==> src/rtl/alu_display_core.sv <==
// alu_display_core: 4-bit ALU (add, subtract, shift-add multiply, AND) driving six
// active-low seven-segment digits that show "A op B = result".
module alu_display_core (
  input  logic       Clk,
  input  logic       Rst,
  input  logic [3:0] A,
  input  logic [3:0] B,
  input  logic [1:0] Select,
  input  logic       Init,
  output logic       Cout,
  output logic       Done,
  output logic [7:0] Sal,
  output logic [6:0] oup_display1,
  output logic [6:0] oup_display2,
  output logic [6:0] oup_display3,
  output logic [6:0] oup_display4,
  output logic [6:0] oup_display5,
  output logic [6:0] oup_display6
);

  localparam logic [1:0] StIdle = 2'd0;
  localparam logic [1:0] StLoad = 2'd1;
  localparam logic [1:0] StIter = 2'd2;
  localparam logic [1:0] StDone = 2'd3;

  // Hex digit glyphs, segment order {g,f,e,d,c,b,a}, lit when 0.
  function automatic logic [6:0] digit_seg(input logic [3:0] val);
    case (val)
      4'h0: digit_seg = 7'b1000000;
      4'h1: digit_seg = 7'b1111001;
      4'h2: digit_seg = 7'b0100100;
      4'h3: digit_seg = 7'b0110000;
      4'h4: digit_seg = 7'b0011001;
      4'h5: digit_seg = 7'b0010010;
      4'h6: digit_seg = 7'b0000010;
      4'h7: digit_seg = 7'b1111000;
      4'h8: digit_seg = 7'b0000000;
      4'h9: digit_seg = 7'b0010000;
      4'hA: digit_seg = 7'b0001000;
      4'hB: digit_seg = 7'b0000011;
      4'hC: digit_seg = 7'b1000110;
      4'hD: digit_seg = 7'b0100001;
      4'hE: digit_seg = 7'b0000110;
      default: digit_seg = 7'b0001110;
    endcase
  endfunction

  // Operator glyphs: + - H A =, anything else blank.
  function automatic logic [6:0] op_seg(input logic [3:0] code);
    case (code)
      4'd0: op_seg = 7'b0110001;
      4'd1: op_seg = 7'b0111111;
      4'd2: op_seg = 7'b0001001;
      4'd3: op_seg = 7'b0001000;
      4'd4: op_seg = 7'b0110111;
      default: op_seg = 7'b1111111;
    endcase
  endfunction

  logic [1:0] state_q, state_d;
  logic [1:0] cnt_q, cnt_d;
  logic [7:0] m_q, m_d;
  logic [3:0] q_q, q_d;
  logic [7:0] acc_q, acc_d;
  logic [7:0] p_q, p_d;
  logic       done_q, done_d;

  // Multiplier next-state. The IDLE->LOAD edge latches the operands, so the
  // first shift-add step already happens on the cycle spent in LOAD.
  always_comb begin
    state_d = state_q;
    cnt_d   = cnt_q;
    m_d     = m_q;
    q_d     = q_q;
    acc_d   = acc_q;
    p_d     = p_q;
    done_d  = done_q;
    case (state_q)
      StIdle: begin
        if (Init) begin
          m_d     = {4'b0000, A};
          q_d     = B;
          acc_d   = 8'h00;
          cnt_d   = 2'd0;
          done_d  = 1'b0;
          state_d = StLoad;
        end
      end
      StLoad, StIter: begin
        if (q_q[0]) acc_d = acc_q + m_q;
        m_d   = m_q << 1;
        q_d   = q_q >> 1;
        cnt_d = cnt_q + 2'd1;
        state_d = (cnt_q == 2'd3) ? StDone : StIter;
      end
      default: begin
        p_d    = acc_q;
        done_d = 1'b1;
        if (!Init) state_d = StIdle;
      end
    endcase
  end

  // Multiplier state registers.
  always_ff @(posedge Clk or negedge Rst) begin
    if (!Rst) begin
      state_q <= StIdle;
      cnt_q   <= 2'd0;
      m_q     <= 8'h00;
      q_q     <= 4'h0;
      acc_q   <= 8'h00;
      p_q     <= 8'h00;
      done_q  <= 1'b0;
    end else begin
      state_q <= state_d;
      cnt_q   <= cnt_d;
      m_q     <= m_d;
      q_q     <= q_d;
      acc_q   <= acc_d;
      p_q     <= p_d;
      done_q  <= done_d;
    end
  end

  logic [4:0] sum;
  assign sum = {1'b0, A} + {1'b0, B};

  // Result mux: combinational ops, or the held product.
  always_comb begin
    Sal  = 8'h00;
    Cout = 1'b0;
    Done = 1'b1;
    case (Select)
      2'b00: begin
        Sal  = {3'b000, sum};
        Cout = sum[4];
      end
      2'b01: begin
        Cout = (A < B);
        Sal  = (A < B) ? {4'b0000, B - A} : {4'b0000, A - B};
      end
      2'b10: begin
        Sal  = p_q;
        Done = done_q;
      end
      default: Sal = {4'b0000, A & B};
    endcase
  end

  // Display digits.
  always_comb begin
    oup_display1 = digit_seg(A);
    oup_display2 = op_seg({2'b00, Select});
    oup_display3 = digit_seg(B);
    oup_display4 = (Select == 2'b01 && Cout) ? op_seg(4'd1) : op_seg(4'd4);
    oup_display5 = digit_seg(Sal[7:4]);
    oup_display6 = digit_seg(Sal[3:0]);
  end

endmodule

==> config.mk <==
export PLATFORM = sky130hd
export DESIGN_NAME = alu_display_core
export DESIGN_NICKNAME = d
export VERILOG_FILES = /design/src/rtl/alu_display_core.sv
export SDC_FILE = /design/constraint.sdc
export NUM_CORES = 1
export LEC_CHECK = 0
export BUFFER_PORTS_ARGS = -buffer_cell sky130_fd_sc_hd__buf_2
export CAP_MARGIN = 20
export CORE_ASPECT_RATIO = 0.8
export CORE_MARGIN = 3
export CORE_UTILIZATION = 51
export CTS_BUF_LIST = sky130_fd_sc_hd__clkbuf_8 sky130_fd_sc_hd__clkbuf_16
export DETAILED_ROUTE_END_ITERATION = 7
export PLACE_DENSITY_LB_ADDON = 0.3
export SYNTH_ARGS = -nofsm -noshare
export SYNTH_HDL_FRONTEND = slang
export SYNTH_SLANG_ARGS = --single-unit
export TNS_END_PERCENT = 10
==> constraint.sdc <==
create_clock -name Clk -period 3.33 [get_ports Clk]
set_input_delay 0.4995 -clock Clk [delete_from_list [all_inputs] [get_ports Clk]]
set_output_delay 0.4995 -clock Clk [all_outputs]
set_load 0.01 [all_outputs]
After elaboration in Yosys (flattened, before gate mapping)
Memories as Yosys holds them, arrays and structs flattened.
Index checks and enable logic that the tools add are counted.
Widths: inputs -> output; s select.
- reduce and logical (&&, ||, !) cells: 10
- bitwise gates (word level): 2
- add/sub/neg operators: 5
- equal/unequal tests: 9
- muxes and demuxes: 21
- magnitude comparators: 1
- operators with widths (operator ; count):
    $pmux 8 s2 ; 2
    $pmux 7 s4 ; 1
    $mux 8 ; 3
    $pmux 8 s3 ; 1
    $mux 4 ; 3
    $add 8x8->8 ; 1
    $eq 2x2->1 const B ; 4
    $pmux 2 s2 ; 2
    $pmux 4 s2 ; 1
    $sub 4x4->4 ; 2
    $mux 2 ; 3
    $reduce_and 2->1 ; 3
    $add 4x4->5 ; 1
    $and 4x4->4 ; 1
    $eq 2x1->1 const B ; 2
    $logic_not 2->1 ; 2
    $lt 4x4->1 ; 1
    $ne 2x2->1 const B ; 2
    $pmux 1 s2 ; 2
    $mux 1 ; 3
    $ne 3x1->1 const B ; 1
    $reduce_and 3->1 ; 1
    $reduce_or 3->1 ; 1
    $add 2x1->2 const B ; 1
    4 further kinds ; 4
- memories kept: 4
- bits in registers: 33
- bits of input ports: 13
- word-level logic and storage cells: 59
- bits in read-only memories: 448
- output and inout bits: 52
- memories (memory ; depth ; bits a word ; read ports ; clocked after Yosys merged registers in ; write ports ; line ; source):
    (name not given) ; 16 ; 7 ; 1 ; 0 ; 0 ; 28 ; case (val)
    (name not given) ; 16 ; 7 ; 1 ; 0 ; 0 ; 28 ;
    (name not given) ; 16 ; 7 ; 1 ; 0 ; 0 ; 28 ;
    (name not given) ; 16 ; 7 ; 1 ; 0 ; 0 ; 28 ;

Depth between registers and ports, before layout
Gate-level depths: netlist (run 1).
- depth after elaboration: 4
- gate-level depth with buffers: 14
- depth with buffers taken out: 13

Worst setup path before layout (run 1)
Ideal clock, no wire load.
- path type: in2out
- from: in B[3]
- to: out oup_display6[3]
- buffers on the path: 2
- stages on the path: 14
- slack: -0.369 ns
- data arrival time: 3.200 ns
- cell sequence: clkbuf_1 clkinv_1 ha_1 buf_6 a21o_1 a31o_4 mux2_1 nand2_1 a31o_2 inv_1 ha_1 nand2b_4 and2_1 mux2i_1
- cells in the longest elaborated chain, start to end: 4
- elaborated cells between the ends (all ways): 8
- RTL lines (what ; line ; source):
    start: declaration ; 7 ; input logic [3:0] B,
    $lt 4x4->1 ; 140 ; Sal = (A < B) ? {4'b0000, B - A} : {4'b0000, A - B};
    $mux 4 ; 140 ;
    $pmux 8 s3 ; 133 ; case (Select)
    named net Sal[1] ; 12 ; output logic [7:0] Sal,
    $mem_v2 16x7 ; n/a ;
    end: declaration ; 18 ; output logic [6:0] oup_display6
The timed path passes the listed nets, and every way through them passes these cells.

Final worst setup path (run 1)
- from: in B[0]
- to: out oup_display6[3]
- cells in the longest elaborated chain, start to end: 4
- elaborated cells between the ends (all ways): 8
- RTL lines (what ; line):
    $sub 4x4->4 or $lt 4x4->1 (tied branches) ; 140
    $mux 4 ; 140
    $pmux 8 s3 * ; 133
    $mem_v2 16x7 * ; n/a
Mark *: on every way between the ends. The rest lies on a longest branch, timed or not.

==> results of run 1 <==
## cell type report
cell class,instances,share of cell area
multi-input cells,299,0.5853
well taps,81,0.02530
clock inverters,1,0.0009369
inverters,28,0.02936
clock buffers,6,0.02061
flip-flops and latches,33,0.2061
repair buffers,88,0.1324
## worst paths after layout
path                       startpoint               to  slack (ns)
max reg2reg                    m_q[1]         acc_q[7]        1.17
min                               Rst           q_q[0]        0.26
max in group asynchronous         Rst         acc_q[2]        2.62
max                              B[0]  oup_display6[3]       -0.05
min in group Clk               q_q[3]           q_q[3]        0.48
min reg2reg                    q_q[3]           q_q[3]        0.48
## critical path, delay by kind of cell
family	cells	cell delay, ns
mux	2	0.64
compound gates	2	0.30
fa+ha+maj	2	0.56
simple gates	2	0.25
buf+inv	5	0.62
## sequential cells by signal, summed over array words and instances (netlist names)
name and cells:
acc_q 8, m_q 8, p_q 8, q_q 4, cnt_q 2, state_q 2, done_q 1
## cell usage in the layout, fill, tap and decap left out, drive strengths merged, types with 2 or more instances in the layout
| master | netlist | layout |
|---|---|---|
| or3 | 3 | 3 |
| o21bai | 2 | 2 |
| o211ai | 4 | 4 |
| and3 | 2 | 2 |
| nor3 | 2 | 2 |
| ha | 45 | 45 |
| conb | 2 | 7 |
| nand3b | 4 | 4 |
| nand2 | 54 | 54 |
| o21a | 2 | 2 |
| o21ai | 34 | 34 |
| buf | 14 | 88 |
| and2 | 3 | 3 |
| a22o | 8 | 8 |
| clkbuf | 12 | 6 |
| nand2b | 8 | 8 |
| nor2 | 22 | 22 |
| clkinv | 3 | 2 |
| xor2 | 2 | 2 |
| o22ai | 6 | 6 |
| mux2 | 12 | 12 |
| inv | 25 | 27 |
| fa | 4 | 4 |
| or2 | 2 | 2 |
| a211oi | 2 | 2 |
| a21oi | 15 | 15 |
| o31ai | 6 | 6 |
| xnor2 | 7 | 7 |
| a31o | 2 | 2 |
| a21o | 5 | 5 |
| mux2i | 17 | 17 |
| mux4 | 2 | 2 |
| dfrtp | 33 | 33 |
| nor2b | 3 | 3 |
## where the power goes
| group | internal [W] | leakage, nW | total, W | switching, W |
|---|---|---|---|---|
| sequential | 0.000566 | 0.429 | 0.000704 | 0.000138 |
| combinational | 0.000612 | 1.58 | 0.00134 | 0.000725 |
| clock | 0.000161 | 0.0485 | 0.000296 | 0.000136 |
| total | 0.00134 | 2.06 | 0.00234 | 0.000999 |
## metrics by stage
| stage | area [sq um] | std cells | util | TNS (ns) |
|---|---|---|---|---|
| 2_1_floorplan | 3346 | 386 | - | 0 |
| 3_3_place_gp | 3786 | 526 | 0.6207 | -0.03772 |
| 3_5_place_dp | 3786 | 526 | 0.6207 | -0.4945 |
| 4_1_cts | 3906 | 534 | 0.6404 | -0.00002820 |
| 5_1_grt | 4006 | 536 | 0.6568 | -0.8395 |
| 6_report | 4006 | 536 | 0.6568 | -0.1365 |
## logic make-up after synthesis
group / share of synthesized area
other cells: 0.002266
xor+xnor: 0.02378
buf+inv: 0.07852
fa+ha+maj: 0.1940
flops: 0.2492
mux: 0.1057
compound gates: 0.2005
simple gates: 0.1461
## layer usage
metal  up-vias  track usage  part of all wire
li1       1465            -                 -
met1      1387       0.3057              0.47
met2        94       0.3218              0.45
met3         6      0.02874             0.066
met4         0      0.05540            0.0077
met5         -            0                 0
## repair_timing
action / 4_1_cts / 5_1_grt
pin swaps: 1 / 8
gates cloned: 0 / 0
buffers inserted: 1 / 2
endpoints found under the setup margin: 8 / 12
resized for setup: 8 / 26
==> run_results.csv, run 1 <==
group,metric,value,unit
outcome,status,"complete, but fails checks",
outcome,failed_checks,"setup timing",
logic_synthesis,ys.flop_type,"dfrtp_1",
worst_setup_path,crit_chain,"buf_4, inv_1, ha_1, inv_1, fa_2, a22oi_2, o221ai_1, mux4_2, buf_4, nand2_1, and2_1, mux2i_2, buf_2",
cells_and_area,area_growth,20.88,%
grt,grt_pass1_vias,2785,
grt,antenna_found_initial,0,
placed_design,dpl.hpwl,5872,um
clock_tree,cts_tree,"done",
logic_synthesis,synth_seq_cells,33,
placed_design,port_buffers,57,
floorplanning,io_pins,65,
logic_synthesis,yosysWarnings,0,
clock_tree,ctsHtreeMaxLevel,2,
flow_run,maxCapViolations,0,
worst_setup_path,end_kind,"output port",
timing,hold_viol_final,0,
logic_synthesis,synth_top_area_frac,0.2492,
placed_design,gp_congestion,0.8774,
timing,slew_viol_final,0,
logic_synthesis,async_reset_ff_frac,1.000,
logic_synthesis,yosysTopAreaCell,"dfrtp_1",
timing,post-route-period-util,1.014,
worst_setup_path,arrival,2.88,ns
drt,ant_nets,0,
floorplanning,core_area,6100,sq um
timing,rsz0062_at_grt,"yes",
timing,max_freq,296.1,MHz
cells_and_area,seq_area,825.8,sq um
worst_setup_path,start_kind,"input pin",
cells_and_area,multi_input_area,2345,sq um
min_path,holdCritPathClass,"in2async",
grt,grt_pass1_wl,12700,um
logic_synthesis,synth_most_common_cell,"nand2_1",
timing,fin_ws,-0.04725,ns
timing,holdWs,0.2577,ns
drt,dr.pass1.iters,4,
clock_tree,clk_pin_slew,0.06,ns
logic_synthesis,synthCells,381,
floorplanning,die_w,96.13,um
drt,vias,2952,
placed_design,place_ws,-0.09233,ns
floorplanning,dieArea,7508,sq um
grt,grt_start_max_net_pins,34,
worst_setup_path,crit_required,2.83,ns
timing,skew,0.004246,ns
worst_setup_path,max_stage_delay,0.57,ns
cells_and_area,final_nets,517,
timing,worst_pin_slew,0.8739,ns
clock_tree,ctsHoldBuffers,0,
timing,setup_violations,5,
logic_synthesis,yosys-top-cells-count,"nand2_1 (54), ha_1 (45), dfrtp_1 (33), o21ai_0 (26), inv_1 (22)",
clock_tree,clkSinkCount,33,
drt,avgRoutedWirePerCell,14.32,um
clock_tree,cts_inserted_buffers,5,
worst_setup_path,critical_path_class,"in2out",
drt,drc_errors,0,
clock_tree,clockBufferDepth,2,
floorplanning,die_y,78.11,um
worst_setup_path,slowest_stage,"mux4_2",
power_and_ir_drop,power.density,583.4,nW/um^2
power_and_ir_drop,irDropWorstVdd,552.3,uV
grt,grt_use_total,0.2092,
logic_synthesis,synth-edff-count,0,
logic_synthesis,avgSynthCellArea,8.699,sq um
timing,relSlewSlack,0.4174,
drt,drt-total-wl,7674,um
worst_setup_path,r2r_cells,8,
cells_and_area,fillers,529,
cells_and_area,drive_gt1_frac,0.3209,
floorplanning,rows,25,
drt,routed_via_density,5.507,
logic_synthesis,synth_cell_types,58,
grt,grt-ovfl-total,0,
worst_setup_path,crit_fanout,7,
clock_tree,clock_latency,0.28,ns
timing,period_minus_slack,3.377,ns
logic_synthesis,synth_area,3314,sq um
power_and_ir_drop,power,0.002337,W
logic_synthesis,synthTopCellsByArea,"dfrtp_1 (25%), ha_1 (17%), nand2_1 (6.1%)",
floorplanning,start_util,0.5434,
cells_and_area,diodes,0,
logic_synthesis,synth_seq_area_share,0.2492,
power_and_ir_drop,p_leak,2.062,nW
drt,initialDrtViolationCount,219,
clock_tree,root_buffer,"clkbuf_8",
(Power assumes the default switching activity.)
==> inputs of run 2 (changes only) <==
--- a/config.mk
+++ b/config.mk
@@ -11,6 +11,7 @@
 export CORE_MARGIN = 3
 export CORE_UTILIZATION = 51
 export CTS_BUF_LIST = sky130_fd_sc_hd__clkbuf_8 sky130_fd_sc_hd__clkbuf_16
+export CTS_CLUSTER_DIAMETER = 150
 export DETAILED_ROUTE_END_ITERATION = 7
 export PLACE_DENSITY_LB_ADDON = 0.3
 export SYNTH_ARGS = -nofsm -noshare
==> constraint.sdc (replaced) <==
create_clock -name Clk -period 3.33 [get_ports Clk]
set_input_delay 0.666 -clock Clk [delete_from_list [all_inputs] [get_ports Clk]]
set_output_delay 0.666 -clock Clk [all_outputs]
set_load 0.01 [all_outputs]
==> run_results.csv, run 2 (synthesized netlist as in run 1, its figures left out) <==
group,metric,value,unit
cells_and_area,layout_commonest_cell,"buf_2",
cells_and_area,fin_cells,560,
floorplanning,dieArea,7508,sq um
worst_setup_path,start_kind,"input pin",
cells_and_area,area_growth,30.50,%
drt,drt-total-wl,8289,um
floorplanning,rows,25,
timing,worst_pin_slew,0.8471,ns
power_and_ir_drop,power.density,559.5,nW/um^2
min_path,holdCritPathClass,"in2async",
grt,grt_pass1_wl,13430,um
drt,initialDrtViolationCount,130,
timing,setup_tns,-2.404,ns
clock_tree,cts_inserted_buffers,5,
floorplanning,io_pins,65,
clock_tree,ctsHtreeMaxLevel,2,
floorplanning,die_y,78.11,um
drt,ant_nets,0,
clock_tree,clockBufferDepth,2,
timing,skew,0.005880,ns
drt,dr.pass1.iters,4,
clock_tree,clock_latency,0.28,ns
timing,period_minus_slack,3.614,ns
flow_run,maxCapViolations,0,
floorplanning,die_w,96.13,um
floorplanning,start_util,0.5434,
grt,grt_start_max_net_pins,34,
timing,max_freq,276.7,MHz
worst_setup_path,crit_start,"A[1]",
floorplanning,core_area,6100,sq um
worst_setup_path,arrival,2.95,ns
timing,post-route-period-util,1.085,
drt,vias,3032,
power_and_ir_drop,p_leak,2.205,nW
cells_and_area,final_nets,540,
timing,rsz0062_at_grt,"yes",
clock_tree,cts_tree,"done",
cells_and_area,diodes,0,
clock_tree,clkSinkCount,33,
grt,grt-ovfl-total,0,
grt,grt_use_total,0.2209,
worst_setup_path,reg2reg_slack,1.15,ns
drt,avgRoutedWirePerCell,14.80,um
outcome,failed_checks,"setup timing",
power_and_ir_drop,irDropWorstVdd,614.2,uV
worst_setup_path,critical_path_class,"in2out",
cells_and_area,reg_top3,"acc_q x8, m_q x8, p_q x8",
worst_setup_path,crit_fanout,6,
worst_setup_path,r2r-end,"acc_q[6]",
timing,fin_ws,-0.2843,ns
drt,drc_errors,0,
placed_design,place_ws,-0.4518,ns
worst_setup_path,crit_end,"oup_display6[0]",
timing,relSlewSlack,0.4353,
cells_and_area,final_cell_mix,"buf_2 (53), nand2_1 (52), buf_4 (49), ha_1 (36), dfrtp_1 (33)",
grt,grt_pass1_vias,2903,
placed_design,port_buffers,57,
outcome,status,"complete, but fails checks",
worst_setup_path,r2r_cells,8,
placed_design,dp_cells,543,
worst_setup_path,crit_required,2.66,ns
placed_design,dpl.hpwl,6051,um
timing,hold_viol_final,0,
drt,routed_via_density,5.414,
worst_setup_path,end_kind,"output port",
cells_and_area,drive_gt1_frac,0.3716,
timing,slew_viol_final,0,
worst_setup_path,r2r_start,"m_q[0]",
placed_design,gp_congestion,0.9257,
grt,antenna_found_initial,0,
timing,setup_violations,13,
clock_tree,root_buffer,"clkbuf_8",
clock_tree,clk_pin_slew,0.06,ns
[run 2: cell types whose count changed in the layout (fill, tap and decap cells not counted), sizes merged]
cell and delta:
buf +23, clkinvlp +2, inv -3, clkbuf -1
clkinv +3
[run 2: how the worst min path moves through the flow]
stage                     cells after the start    endpoint
after detailed placement                      2      q_q[3]
after global routing                          1  state_q[0]
final                                         1  state_q[0]
after floorplan                               0    acc_q[0]
after CTS                                     1  state_q[0]
after global placement                        2      q_q[3]
[run 2: worst max-delay path, stage by stage]
cell        delay (ns)
buf_6             0.12
clkinvlp_4        0.14
ha_1              0.37
nor2b_1           0.13
o21bai_1          0.12
a2111oi_1         0.47
a221o_2           0.21
nor2_4            0.05
buf_6             0.14
and2_4            0.13
a221oi_2          0.23
buf_2             0.16
[run 2: power breakdown]
part / internal, W / switching, W / leakage, nW / total [W]
registers: 0.000566 / 0.000143 / 0.429 / 0.000709
clock network: 0.000141 / 0.000135 / 0.0491 / 0.000276
logic: 0.000676 / 0.000758 / 1.73 / 0.00143
[run 2: stage by stage]
stage / utilization / hold WS, ns / total power (W) / instance area [sq um]
finish: 0.7091 / 0.4318 / 0.002420 / 4325
global route: 0.7091 / 0.4897 / 0.002629 / 4325
floorplan: - / 0.3704 / 0.001675 / 3418
CTS: 0.6997 / 0.4457 / 0.002392 / 4268
global placement: 0.6527 / 0.4597 / 0.001981 / 3981
detailed placement: 0.6527 / 0.4703 / 0.002052 / 3981
[run 2: layout make-up]
class	count	area, sq um
flip-flops and latches	33	825.8
multi-input cells	299	2430
clock inverters	3	13.76
inverters	28	133.9
well taps	81	101.3
fillers	494	1774
clock buffers	5	68.82
repair buffers	111	752.0
[run 2: metal layers]
| metal | share of wire | global-route usage | vias to the layer above |
|---|---|---|---|
| met3 | 0.050 | 0.03544 | 4 |
| li1 | - | - | 1505 |
| met4 | 0.0019 | 0.03409 | 0 |
| met1 | 0.47 | 0.3070 | 1440 |
| met2 | 0.48 | 0.3666 | 83 |
| met5 | 0 | 0 | - |
[run 2: what timing repair did]
action / in CTS / in global routing
hold buffers: 0 / 0
endpoints found under the setup margin: 17 / 16
pin swaps: 14 / 14
resized for setup: 38 / 11
buffers inserted: 8 / 1
==> inputs of run 3 (changes only) <==
--- a/config.mk
+++ b/config.mk
@@ -5,6 +5,7 @@
 export SDC_FILE = /design/constraint.sdc
 export NUM_CORES = 1
 export LEC_CHECK = 0
+export ABC_AREA = 1
 export BUFFER_PORTS_ARGS = -buffer_cell sky130_fd_sc_hd__buf_2
 export CAP_MARGIN = 20
 export CORE_ASPECT_RATIO = 0.8
==> run_results.csv, run 3 <==
group,metric,value,unit
logic_synthesis,yosysWarnings,0,
grt,grt_start_max_net_pins,34,
timing,post-route-period-util,0.9728,
timing,worst_pin_slew,0.9919,ns
drt,initialDrtViolationCount,118,
drt,dr.pass1.iters,4,
cells_and_area,reg_top3,"acc_q x8, m_q x8, p_q x8",
clock_tree,cts_tree,"done",
floorplanning,start_util,0.5412,
worst_setup_path,crit_chain,"buf_12, buf_6, ha_4, inv_2, fa_1, inv_1, nand2_2, nand3_2, nand2_2, nand2_4, inv_4, ha_4, nand3_2, nand2_1, nand3_1, nand2_1, buf_2",
logic_synthesis,yosysTopAreaCell,"dfrtp_1",
cells_and_area,fillers,533,
cells_and_area,layout_commonest_cell,"nand2_1",
drt,ant_nets,0,
clock_tree,cts_inserted_buffers,5,
clock_tree,clock_latency,0.29,ns
placed_design,dpl.hpwl,6031,um
cells_and_area,final_nets,617,
grt,grt_pass1_vias,3039,
clock_tree,ctsHoldBuffers,0,
worst_setup_path,max_stage_delay,0.52,ns
logic_synthesis,async_reset_ff_frac,1.000,
placed_design,port_buffers,57,
logic_synthesis,synth_most_common_cell,"nand2_1",
logic_synthesis,synthCells,474,
floorplanning,rows,25,
logic_synthesis,synth_area,3284,sq um
worst_setup_path,end_kind,"output port",
drt,avgRoutedWirePerCell,12.33,um
timing,period_minus_slack,3.239,ns
cells_and_area,final_cell_mix,"nand2_1 (115), inv_1 (60), buf_2 (53), o21ai_0 (37), ha_1 (37)",
logic_synthesis,synthTopCellsByArea,"dfrtp_1 (25%), ha_1 (17%), nand2_1 (14%)",
logic_synthesis,ys.flop_type,"dfrtp_1",
timing,slew_viol_final,0,
cells_and_area,postLayoutCoreUtil,0.6763,
drt,drc_errors,0,
placed_design,place_ws,-0.1785,ns
floorplanning,core_area,6068,sq um
power_and_ir_drop,power.density,589.7,nW/um^2
drt,routed_via_density,5.140,
grt,grt_util_met1,0.2981,
drt,vias,3274,
grt,met2_usage,0.3560,
clock_tree,root_buffer,"clkbuf_8",
timing,hold_viol_final,0,
floorplanning,dieArea,7445,sq um
clock_tree,clk_pin_slew,0.07,ns
power_and_ir_drop,p_leak,2.251,nW
clock_tree,clockBufferDepth,2,
worst_setup_path,start_kind,"input pin",
floorplanning,die_w,95.72,um
cells_and_area,diodes,0,
grt,grt-ovfl-total,0,
worst_setup_path,slowest_stage,"fa_1",
grt,grtUsageMet3,0.03488,
outcome,status,"complete, no violations",
worst_setup_path,arrival,2.57,ns
grt,grt_pass1_wl,13230,um
grt,grt.busiest_layer,"met2",
logic_synthesis,avgSynthCellArea,6.929,sq um
floorplanning,die_y,77.78,um
timing,setup_violations,0,
logic_synthesis,yosys-top-cells-count,"nand2_1 (122), inv_1 (69), ha_1 (45), o21ai_0 (38), nor2_1 (37)",
clock_tree,ctsHtreeMaxLevel,2,
logic_synthesis,synth-edff-count,0,
placed_design,post_dp_cell_area,3789,sq um
grt,antenna_found_initial,0,
logic_synthesis,synth_cell_types,37,
power_and_ir_drop,irDropWorstVdd,575.4,uV
worst_setup_path,crit_required,2.66,ns
grt,grt_use_total,0.2160,
worst_setup_path,critical_path_class,"in2out",
worst_setup_path,crit_fanout,5,
placed_design,gp_congestion,0.8701,
timing,skew,0.005940,ns
timing,relSlewSlack,0.3363,
timing,fin_ws,0.09058,ns
floorplanning,io_pins,65,
min_path,holdCritPathClass,"in2async",
cells_and_area,drive_gt1_frac,0.2626,
flow_run,maxCapViolations,0,
timing,max_freq,308.7,MHz
logic_synthesis,synth_seq_cells,33,
logic_synthesis,synth_top_area_frac,0.2514,
clock_tree,clkSinkCount,33,
cells_and_area,area_growth,24.95,%
cells_and_area,final_cell_area,4104,sq um
drt,drt-total-wl,7854,um
logic_synthesis,synth_seq_area_share,0.2514,
timing,setup_tns,0,ns
-- run 3: cell count changes in the layout (fill, tap and decap cells not counted), sizes merged, moves of 6 or more --
| cell | before | now |
|---|---|---|
| buf | 111 | 87 |
| nand2 | 54 | 129 |
| a31oi | 0 | 6 |
| nand3 | 1 | 33 |
| nor2 | 22 | 41 |
| mux2i | 17 | 0 |
| mux2 | 12 | 0 |
| inv | 24 | 69 |
| o21ai | 34 | 40 |
| nand2b | 8 | 0 |
-- run 3: cell families after synthesis --
kind of cell | Yosys count | share of synthesized area
adders and majority gates | 49 | 0.1958
AOI/OAI and AO/OA | 85 | 0.1467
other | 2 | 0.002287
DFF | 33 | 0.2514
buffers and inverters | 89 | 0.1135
xor gates and xnor gates | 4 | 0.01067
and+or+nand+nor | 212 | 0.2796
-- run 3: routing by layer --
metal | wire, um | vias to the layer above
met1 | 3837 | 1514
met4 | 27 | 0
met3 | 416 | 3
met5 | 0 | -
met2 | 3572 | 89
li1 | - | 1668
-- run 3: metrics by stage --
| stage | cells | hold WS, ns | total power (W) |
|---|---|---|---|
| after floorplan | 479 | 0.3704 | 0.001666 |
| after global placement | 625 | 0.4709 | 0.001983 |
| after detailed placement | 625 | 0.4772 | 0.002033 |
| after CTS | 635 | 0.4586 | 0.002389 |
| after global routing | 637 | 0.4835 | 0.002669 |
| final | 637 | 0.4330 | 0.002420 |
-- run 3: area by class of cell --
type / count / area [sq um] / share of cell area
multi-input cells: 357 / 2255 / 0.5494
well taps: 81 / 101.3 / 0.02470
repair buffers: 88 / 548.0 / 0.1335
clock inverters: 1 / 5.005 / 0.001220
clock buffers: 7 / 96.34 / 0.02348
inverters: 70 / 272.8 / 0.06646
flip-flops and latches: 33 / 825.8 / 0.2012
-- run 3: repair_timing --
| action | CTS | global route |
|---|---|---|
| gates resized for setup | 17 | 38 |
| endpoints found under the setup margin | 11 | 13 |
| pin swaps | 7 | 17 |
| setup buffers | 2 | 2 |
-- run 3: path summary, 6_finish.rpt --
kind                       cells past startpoint       start         endpoint  slack (ns)
setup / recovery                              17        A[0]  oup_display6[3]        0.09
hold / removal                                 1         Rst           q_q[2]        0.43
setup reg to reg                               4  state_q[0]         cnt_q[1]        0.99
hold reg to reg                                2      q_q[3]           q_q[3]        0.49
max in group asynchronous                      1         Rst         acc_q[5]        2.42
min in group Clk                               2      q_q[3]           q_q[3]        0.49
-- run 3: report_power, final --
| group | switching, W | total (W) | internal (W) |
|---|---|---|---|
| clock | 0.000141 | 0.000328 | 0.000187 |
| combinational | 0.000882 | 0.00141 | 0.000532 |
| sequential | 0.0000997 | 0.000678 | 0.000579 |
-- run 3: critical path, delay by kind of cell --
kind                       cells  cell delay (ns)
adders and majority gates      3             0.79
and+or+nand+nor                8             0.62
buffers and inverters          6             0.51
